**src/rtl/decode_queue.sv**
```systemverilog
// decode_queue: circular instruction FIFO feeding a registered RV32I decode stage.
// Defining DECODE_ILLEGAL_EN adds the registered out_illegal flag.
module decode_queue #(
    parameter int DEPTH      = 8,
    parameter int OPENUM_LEN = 6
) (
    input  logic                  clk_in,
    input  logic                  rst_n_in,
    input  logic                  rdy_in,
    input  logic                  flush_in,
    input  logic                  in_valid,
    output logic                  in_ready,
    input  logic [31:0]           in_inst,
    input  logic [31:0]           in_pc,
    output logic                  out_valid,
    input  logic                  out_ready,
    output logic [OPENUM_LEN-1:0] out_openum,
    output logic [4:0]            out_rd,
    output logic [4:0]            out_rs1,
    output logic [4:0]            out_rs2,
    output logic [31:0]           out_imm,
`ifdef DECODE_ILLEGAL_EN
    output logic                  out_illegal,
`endif
    output logic [31:0]           out_pc
);
    localparam int AW = $clog2(DEPTH);
    localparam int CW = AW + 1;

    typedef logic [OPENUM_LEN-1:0] op_t;

    // Immediate shifts share the register shift codes; the shamt rides in imm[4:0].
    localparam op_t OP_NOP   = op_t'(0);
    localparam op_t OP_LUI   = op_t'(1);
    localparam op_t OP_AUIPC = op_t'(2);
    localparam op_t OP_JAL   = op_t'(3);
    localparam op_t OP_JALR  = op_t'(4);
    localparam op_t OP_BEQ   = op_t'(5);
    localparam op_t OP_BNE   = op_t'(6);
    localparam op_t OP_BLT   = op_t'(7);
    localparam op_t OP_BGE   = op_t'(8);
    localparam op_t OP_BLTU  = op_t'(9);
    localparam op_t OP_BGEU  = op_t'(10);
    localparam op_t OP_LB    = op_t'(11);
    localparam op_t OP_LH    = op_t'(12);
    localparam op_t OP_LW    = op_t'(13);
    localparam op_t OP_LBU   = op_t'(14);
    localparam op_t OP_LHU   = op_t'(15);
    localparam op_t OP_SB    = op_t'(16);
    localparam op_t OP_SH    = op_t'(17);
    localparam op_t OP_SW    = op_t'(18);
    localparam op_t OP_ADDI  = op_t'(19);
    localparam op_t OP_SLTI  = op_t'(20);
    localparam op_t OP_SLTIU = op_t'(21);
    localparam op_t OP_XORI  = op_t'(22);
    localparam op_t OP_ORI   = op_t'(23);
    localparam op_t OP_ANDI  = op_t'(24);
    localparam op_t OP_ADD   = op_t'(25);
    localparam op_t OP_SUB   = op_t'(26);
    localparam op_t OP_SLL   = op_t'(27);
    localparam op_t OP_SLT   = op_t'(28);
    localparam op_t OP_SLTU  = op_t'(29);
    localparam op_t OP_XOR   = op_t'(30);
    localparam op_t OP_SRL   = op_t'(31);
    localparam op_t OP_SRA   = op_t'(32);
    localparam op_t OP_OR    = op_t'(33);
    localparam op_t OP_AND   = op_t'(34);

    logic [31:0]   mem_inst [DEPTH];
    logic [31:0]   mem_pc   [DEPTH];
    logic [AW-1:0] head;
    logic [AW-1:0] tail;
    logic [CW-1:0] count;
    logic          push;
    logic          load;

    assign in_ready = (count != CW'(DEPTH));
    assign push     = in_valid && in_ready && rdy_in && !flush_in;
    assign load     = (count != '0) && (!out_valid || out_ready) && rdy_in && !flush_in;

    always_ff @(posedge clk_in) begin
        if (push) begin
            mem_inst[tail] <= in_inst;
            mem_pc[tail]   <= in_pc;
        end
    end

    always_ff @(posedge clk_in or negedge rst_n_in) begin
        if (!rst_n_in) begin
            head  <= '0;
            tail  <= '0;
            count <= '0;
        end else if (rdy_in) begin
            if (flush_in) begin
                head  <= '0;
                tail  <= '0;
                count <= '0;
            end else begin
                if (push) tail <= tail + 1'b1;
                if (load) head <= head + 1'b1;
                case ({push, load})
                    2'b10:   count <= count + 1'b1;
                    2'b01:   count <= count - 1'b1;
                    default: count <= count;
                endcase
            end
        end
    end

    logic [31:0] inst;
    logic [6:0]  opcode;
    logic [6:0]  funct7;
    logic [2:0]  funct3;
    logic [31:0] imm_i, imm_s, imm_b, imm_u, imm_j;
    logic [31:0] sel_imm;
    logic [31:0] dec_imm;
    op_t         dec_op;

    assign inst   = mem_inst[head];
    assign opcode = inst[6:0];
    assign funct3 = inst[14:12];
    assign funct7 = inst[31:25];
    assign imm_i  = {{20{inst[31]}}, inst[31:20]};
    assign imm_s  = {{20{inst[31]}}, inst[31:25], inst[11:7]};
    assign imm_b  = {{19{inst[31]}}, inst[31], inst[7], inst[30:25], inst[11:8], 1'b0};
    assign imm_u  = {inst[31:12], 12'b0};
    assign imm_j  = {{11{inst[31]}}, inst[31], inst[19:12], inst[20], inst[30:21], 1'b0};

    always_comb begin
        dec_op  = OP_NOP;
        sel_imm = '0;
        case (opcode)
            7'b0110111: begin dec_op = OP_LUI;   sel_imm = imm_u; end
            7'b0010111: begin dec_op = OP_AUIPC; sel_imm = imm_u; end
            7'b1101111: begin dec_op = OP_JAL;   sel_imm = imm_j; end
            7'b1100111: begin
                sel_imm = imm_i;
                if (funct3 == 3'b000) dec_op = OP_JALR;
            end
            7'b1100011: begin
                sel_imm = imm_b;
                case (funct3)
                    3'b000:  dec_op = OP_BEQ;
                    3'b001:  dec_op = OP_BNE;
                    3'b100:  dec_op = OP_BLT;
                    3'b101:  dec_op = OP_BGE;
                    3'b110:  dec_op = OP_BLTU;
                    3'b111:  dec_op = OP_BGEU;
                    default: dec_op = OP_NOP;
                endcase
            end
            7'b0000011: begin
                sel_imm = imm_i;
                case (funct3)
                    3'b000:  dec_op = OP_LB;
                    3'b001:  dec_op = OP_LH;
                    3'b010:  dec_op = OP_LW;
                    3'b100:  dec_op = OP_LBU;
                    3'b101:  dec_op = OP_LHU;
                    default: dec_op = OP_NOP;
                endcase
            end
            7'b0100011: begin
                sel_imm = imm_s;
                case (funct3)
                    3'b000:  dec_op = OP_SB;
                    3'b001:  dec_op = OP_SH;
                    3'b010:  dec_op = OP_SW;
                    default: dec_op = OP_NOP;
                endcase
            end
            7'b0010011: begin
                sel_imm = imm_i;
                case (funct3)
                    3'b000:  dec_op = OP_ADDI;
                    3'b010:  dec_op = OP_SLTI;
                    3'b011:  dec_op = OP_SLTIU;
                    3'b100:  dec_op = OP_XORI;
                    3'b110:  dec_op = OP_ORI;
                    3'b111:  dec_op = OP_ANDI;
                    3'b001:  if (funct7 == 7'b0000000) dec_op = OP_SLL;
                    3'b101: begin
                        if (funct7 == 7'b0000000)      dec_op = OP_SRL;
                        else if (funct7 == 7'b0100000) dec_op = OP_SRA;
                    end
                    default: dec_op = OP_NOP;
                endcase
            end
            7'b0110011: begin
                if (funct7 == 7'b0000000) begin
                    case (funct3)
                        3'b000:  dec_op = OP_ADD;
                        3'b001:  dec_op = OP_SLL;
                        3'b010:  dec_op = OP_SLT;
                        3'b011:  dec_op = OP_SLTU;
                        3'b100:  dec_op = OP_XOR;
                        3'b101:  dec_op = OP_SRL;
                        3'b110:  dec_op = OP_OR;
                        default: dec_op = OP_AND;
                    endcase
                end else if (funct7 == 7'b0100000) begin
                    case (funct3)
                        3'b000:  dec_op = OP_SUB;
                        3'b101:  dec_op = OP_SRA;
                        default: dec_op = OP_NOP;
                    endcase
                end
            end
            default: dec_op = OP_NOP;
        endcase
    end

    // Every undecodable pattern collapses to NOP with a zero immediate.
    assign dec_imm = (dec_op == OP_NOP) ? '0 : sel_imm;

    always_ff @(posedge clk_in or negedge rst_n_in) begin
        if (!rst_n_in) begin
            out_valid  <= 1'b0;
            out_openum <= OP_NOP;
            out_rd     <= '0;
            out_rs1    <= '0;
            out_rs2    <= '0;
            out_imm    <= '0;
            out_pc     <= '0;
        end else if (rdy_in) begin
            if (flush_in) begin
                out_valid <= 1'b0;
            end else if (load) begin
                out_valid  <= 1'b1;
                out_openum <= dec_op;
                out_rd     <= inst[11:7];
                out_rs1    <= inst[19:15];
                out_rs2    <= inst[24:20];
                out_imm    <= dec_imm;
                out_pc     <= mem_pc[head];
            end else if (out_ready) begin
                out_valid <= 1'b0;
            end
        end
    end

`ifdef DECODE_ILLEGAL_EN
    always_ff @(posedge clk_in or negedge rst_n_in) begin
        if (!rst_n_in) begin
            out_illegal <= 1'b0;
        end else if (load) begin
            out_illegal <= (dec_op == OP_NOP);
        end
    end
`endif

endmodule

```
**config.mk**
```make
export PLATFORM = sky130hd
export DESIGN_NAME = decode_queue
export DESIGN_NICKNAME = d
export VERILOG_FILES = /design/src/rtl/decode_queue.sv
export SDC_FILE = /design/constraint.sdc
export NUM_CORES = 1
export LEC_CHECK = 0
export CORE_ASPECT_RATIO = 1.25
export CORE_MARGIN = 2
export CORE_UTILIZATION = 49
export DETAILED_ROUTE_END_ITERATION = 10
export PLACE_DENSITY = 0.68
export SETUP_SLACK_MARGIN = 0.4
export SLEW_MARGIN = 20
export SYNTH_ARGS = -nofsm -noshare
export SYNTH_HDL_FRONTEND = slang
export SYNTH_SLANG_ARGS = --single-unit
```
**constraint.sdc**
```tcl
create_clock -name clk_in -period 7.2 [get_ports clk_in]
set_input_delay 1.44 -clock clk_in [delete_from_list [all_inputs] [get_ports clk_in]]
set_output_delay 1.44 -clock clk_in [all_outputs]
set_load 0.01 [all_outputs]
```
## Yosys cells after proc, flatten, opt, wreduce, memory -nomap -nowiden

Memory sizes are Yosys's and may differ from the RTL's. A register that Yosys moved wholly into a read port is not among the register bits.
Cells that the tools add are included.

| storage, ports and cells | value |
|---|---|
| logic and storage cells | 87 |
| register bits | 64 |
| memory bits (writable) | 512 |
| memories kept | 2 |
| input bits | 70 |
| output and inout bits | 87 |

| operators by class | value |
|---|---|
| bitwise logic cells | 1 |
| reductions and logical operators | 25 |
| $add $sub $neg | 4 |
| mux-type cells | 26 |
| equality and inequality tests | 20 |

Memories:

| memory | depth | width | rd ports | clocked after Yosys merged registers in | write ports | line | source |
|---|---|---|---|---|---|---|---|
| mem_inst | 8 | 32 | 1 | 0 | 1 | 69 | `logic [31:0] mem_inst [DEPTH];` |
| mem_pc | 8 | 32 | 1 | 1 | 1 | 70 | `logic [31:0] mem_pc [DEPTH];` |

Operators with widths:

| operator | count |
|---|---|
| case mux 32 bit (5 select lines) | 1 |
| case mux 6 bit (9 select lines) | 1 |
| case mux 6 bit (8 select lines) | 1 |
| case mux 6 bit (7 select lines) | 1 |
| two-way mux 32 bit | 1 |
| == test 7 x 6 -> 1 bit (second input constant) | 4 |
| two-way mux 6 bit | 4 |
| case mux 4 bit (6 select lines) | 1 |
| == test 7 bit (second input constant) | 3 |
| case mux 4 bit (5 select lines) | 1 |
| two-way mux 3 bit | 5 |
| case mux 5 bit (3 select lines) | 1 |
| == test 7 x 5 -> 1 bit (second input constant) | 2 |
| == test 3 bit (second input constant) | 4 |
| case mux 6 bit (2 select lines) | 1 |
| case mux 4 bit (2 select lines) | 1 |
| AND reduction 2 bit | 4 |
| == test 7 x 2 -> 1 bit (second input constant) | 1 |
| zero test 7 bit | 1 |
| adder 3 x 1 -> 3 bit (second input constant) | 2 |
| == test 3 x 2 -> 1 bit (second input constant) | 2 |
| logical AND 1 bit | 6 |
| zero test 6 bit | 1 |
| nonzero test 3 bit | 2 |
| other kinds (18) | 25 |

## Logic depth before layout (Yosys ltp)

| logic depth | value |
|---|---|
| depth in word-level cells | 8 |
| depth in mapped cells | 13 |
| depth with buffers taken out | 12 |

## Least setup slack after synthesis

Ideal clock, no wire load.

| path | value |
|---|---|
| path type | input to register |
| from | in rdy_in |
| to | mem mem_inst[0][0], enable pin |
| cell stages on the path | 4 |
| required time | 6.635 ns |
| library setup time | 0.565 ns |
| data arrival time | 6.625 ns |
| path buffers | 1 |
| slack | 0.010 ns |
| path through | clkbuf_1 -> nand3_1 -> or3_1 -> nor3_1 |

| between the ends | value |
|---|---|
| longest elaborated chain between the ends | 4 |

RTL lines:

| what | line | source |
|---|---|---|
| from (decl) | 9 | `input logic rdy_in,` |
| logical AND 1 bit (2 in a row) | 78 | `assign push = in_valid && in_ready && rdy_in && !flush_in;` |
| two-way mux 1 bit | 82 | `if (push) begin` |
| two-way mux 1 bit (implied by the code) | 83 | `mem_inst[tail] <= in_inst;` |
| to (decl) | 69 |  |

No other way between the ends.

## Worst setup path after layout

| path | value |
|---|---|
| from | reg head[0] |
| to | reg out_imm[15] |

| between the ends | value |
|---|---|
| longest elaborated chain between the ends | 8 |
| elaborated cells on any way between the ends | 38 |
| those cells by class | 17 x eq/ne; 15 x mux; 5 x reduce/logical; 1 x memory |

RTL lines:

| what | line | source |
|---|---|---|
| from (decl) | 71 | `logic [AW-1:0] head;` |
| from (signal assigned) | 100 | `if (load) head <= head + 1'b1;` |
| memory (8 x 32 bit) * | n/a |  |
| == test 7 x 6 -> 1 bit (tied with other cells) | 184, 201 |  |
| two-way mux 6 bit or case mux 6 bit (2 select lines) (tied branches) | 184, 202 |  |
| two-way mux 6 bit (on tied branches) | 183, 201 |  |
| case mux 6 bit (8 select lines) or two-way mux 6 bit (tied branches) | 174, 190 |  |
| case mux 6 bit (9 select lines) | 132 | `case (opcode)` |
| zero test 6 bit | 214 | `assign dec_imm = (dec_op == OP_NOP) ? '0 : sel_imm;` |
| two-way mux 32 bit * | 214 |  |
| to (signal assigned) | 234 | `out_imm <= dec_imm;` |
| to (decl) | 21 | `output logic [31:0] out_imm,` |

Mark *: on every way between the ends. The rest lies on a longest branch, timed or not.
A chain may end at the register's enable or synchronous reset.

==> reports/qor.yml <==
route:
  finalWirelength_mm: 49.2
  num_vias: 12100
  drt-pass1-iter-count: 5
  drc: 0
  drt-initial-drc-count: 761
  wl_per_cell_um: 23.2
  ant_nets: 0
  via_per_inst: 5.72
clock_tree:
  clk-insertion-delay-late_ns: 0.60
  numCtsBuffers: 56
  cts_hold_buf: 0
  clkSlewWorstSetupHoldPaths_ns: 0.06
  clock_path_buffers: 3
  cts_root_buf: "clkbuf_16"
  cts_resized: 0
  cts_tree: "built"
  h-tree-depth: 2
  cts.sinks: 608
  cts_setup_buffers: 0
floorplan:
  core_area_um2: 48200
  rows: 90
  start_util_pct: 49.6
  die_y_um: 251
  io_pins: 157
  dieArea_um2: 50500
  die_w_um: 201
critical_path:
  path_cells: "buf_4 -> mux4_2 -> mux2i_1 -> nand2_1 -> nor4_2 -> o2111ai_1 -> nand4_1 -> nor4_4 -> buf_4 -> o31ai_1"
  cp_slowest_stage_delay_ns: 0.85
  ff2ff_path_depth: 10
  startpoint_type: "flop"
  required_ns: 7.70
  worstPathMaxFanout: 33
  cp_common_cell: "buf_4"
  crit_slowest_cell: "dfrtp_4"
  critPathArrivalTime_ns: 5.11
  critPathCaptureType: "flop"
  path_class: "reg -> reg"
sta:
  fmax_mhz: 217
  drv_slew: 0
  setup_viol: 0
  fin_hold_ws_ns: 0.470
  fin_crit_sh_pct: 63.9
  fin_tns_setup_ns: 0
  worst_pin_slew_ns: 1.05
  fin_ws_ns: 2.60
  max_slew_margin_pct: 29.9
  finalClockSkew_ns: 0.0151
  min_period_ns: 4.60
  rsz0062_at_grt: "false"
  hold_viol_final: 0
flow_run:
  drv_cap: 0
grt:
  grt_usage_pct: 19.8
  grt_pass1_wl_mm: 75.7
  grt_max_degree: 80
  grt_overflow: 0
  grt_pass1_vias: 12500
  antenna_found_initial: 4
final_layout:
  fillers: 3672
  layout_common_cells: "edfxtp_1 (512), clkdlybuf4s50_1 (155), mux4_2 (124)"
  area_growth_pct: 17.2
  fin_nets: 1503
  fin_area_um2: 28000
  mostFrequentLayoutCell: "edfxtp_1"
  fin_cells: 2117
  drive_gt1_share_pct: 19.2
logic_synthesis:
  synth_cells: 1263
  ys_types: 56
  yosysWarnings: 0
  synthSimpleGateAreaFrac_pct: 3.87
  synth.avg_cell_area_um2: 18.9
  synth_nets: 1338
  synth.cell_area_um2: 23900
  synth_top_family_by_area: "multiplexers"
  synthMuxAreaShare_pct: 14.8
  yosys_register_bits: 608
  synth-compound-area-share_pct: 4.83
  synthAdderAreaFrac_pct: 0.293
  synthArstFlopShare_pct: 15.8
  synth_xor_area_share_pct: 0.257
  yosysSeqAreaShare_pct: 74.4
  synthFlopType: "edfxtp_1"
  synth_edf_count: 512
placement:
  place_ws_ns: 2.39
  post-dp-hpwl_mm: 29.8
  place_area_um2: 26200
  placed_cells: 2013
  gp_congestion: 0.863
  port-buffer-count: 156
worst_hold_path:
  min_path_cells: 2
  hold_path.class: "reg -> reg"
power_and_ir_drop:
  power_leakage_nw: 9.00
  p_per_area_nw_per_um2: 347
  peakVddDrop_mv: 0.226
outcome:
  outcome: "finished clean"
## final timing paths
| kind | startpoint | slack [ns] | endpoint |
|---|---|---|---|
| min | out_rs1[1] | 0.47 | out_rs1[1] |
| max | head[0] | 2.60 | out_imm[15] |
| max reg2reg | head[0] | 2.60 | out_imm[15] |
| min in group asynchronous | rst_n_in | 0.75 | out_openum[4] |
| min reg2reg | out_rs1[1] | 0.47 | out_rs1[1] |
| max in group asynchronous | rst_n_in | 5.06 | head[0] |
## synth_stat cells (all sizes together) (6+ instances only)
| library cell | count | share of area (%) |
|---|---|---|
| nor2 | 17 | 0.27 |
| mux4 | 124 | 12 |
| nand3 | 19 | 0.40 |
| a21oi | 29 | 0.62 |
| mux2 | 18 | 0.85 |
| o31ai | 26 | 1.1 |
| a21boi | 6 | 0.19 |
| buf | 37 | 0.90 |
| o21ai | 73 | 1.5 |
| dfrtp | 96 | 10 |
| clkbuf | 34 | 0.53 |
| nand4 | 7 | 0.18 |
| nor3 | 17 | 0.40 |
| edfxtp | 512 | 64 |
| mux2i | 53 | 2.3 |
| nand2 | 114 | 1.8 |
## critical path, delay by kind of cell (launching register included)
kind,cells,cell delay [ns]
compound gates,2,0.49
buf+inv,2,0.77
flops,1,0.85
mux,2,1.29
simple gates,4,1.05
## kinds of logic (layout without fill, tap and decap cells)
logic type / Yosys count / count (layout)
flip-flops: 608 / 608
AND/OR/NAND/NOR: 196 / 196
multiplexers: 195 / 195
AO/OA/AOI/OAI: 176 / 176
buffers and inverters: 76 / 285
XOR/XNOR: 7 / 7
adder cells (fa/ha/maj): 5 / 5
other: 0 / 1
## stage by stage
stage / util (%) / total power, mW
final: 58.1 / 9.72
after floorplan: - / 6.05
after global routing: 58.1 / 10.2
after CTS: 58.0 / 9.82
after global placement: 54.3 / 6.91
after detailed placement: 54.3 / 6.94
## power breakdown
group / total [mW] / internal [mW] / leakage, nW / switching, mW
Clock: 2.87 / 1.65 / 0.875 / 1.22
Combinational: 2.50 / 1.18 / 2.27 / 1.32
Sequential: 4.35 / 4.10 / 5.85 / 0.249
Total: 9.72 / 6.93 / 9.00 / 2.79
## per-layer routing
layer,global-route usage (%),vias to the layer above,wire (µm),share of wire (%)
met5,0,-,29,0.059
met4,5.74,4,1020,2.1
met3,3.34,77,2400,4.9
met2,33.5,314,24900,51
met1,26.6,6301,20900,42
li1,-,5416,-,-
## flip-flops by register name (all words and copies together), names as in the netlist
register    count
head            3
out_rd          5
count           4
out_imm        32
out_openum      6
out_valid       1
tail            3
out_pc         32
mem_pc        256
out_rs1         5
out_rs2         5
mem_inst      256
## final cells by class
cell class / count / area (µm²) / share of cell area, %
Antenna cell: 1 / 2.50 / 0.00894
Multi-Input combinational cell: 579 / 5820 / 20.8
Tap cell: 644 / 806 / 2.88
Sequential cell: 608 / 17800 / 63.6
Clock inverter: 15 / 143 / 0.510
Inverter: 5 / 18.8 / 0.0671
Clock buffer: 87 / 1650 / 5.90
Timing Repair Buffer: 178 / 1760 / 6.28
Note: power is estimated with default switching activity, not from simulation.
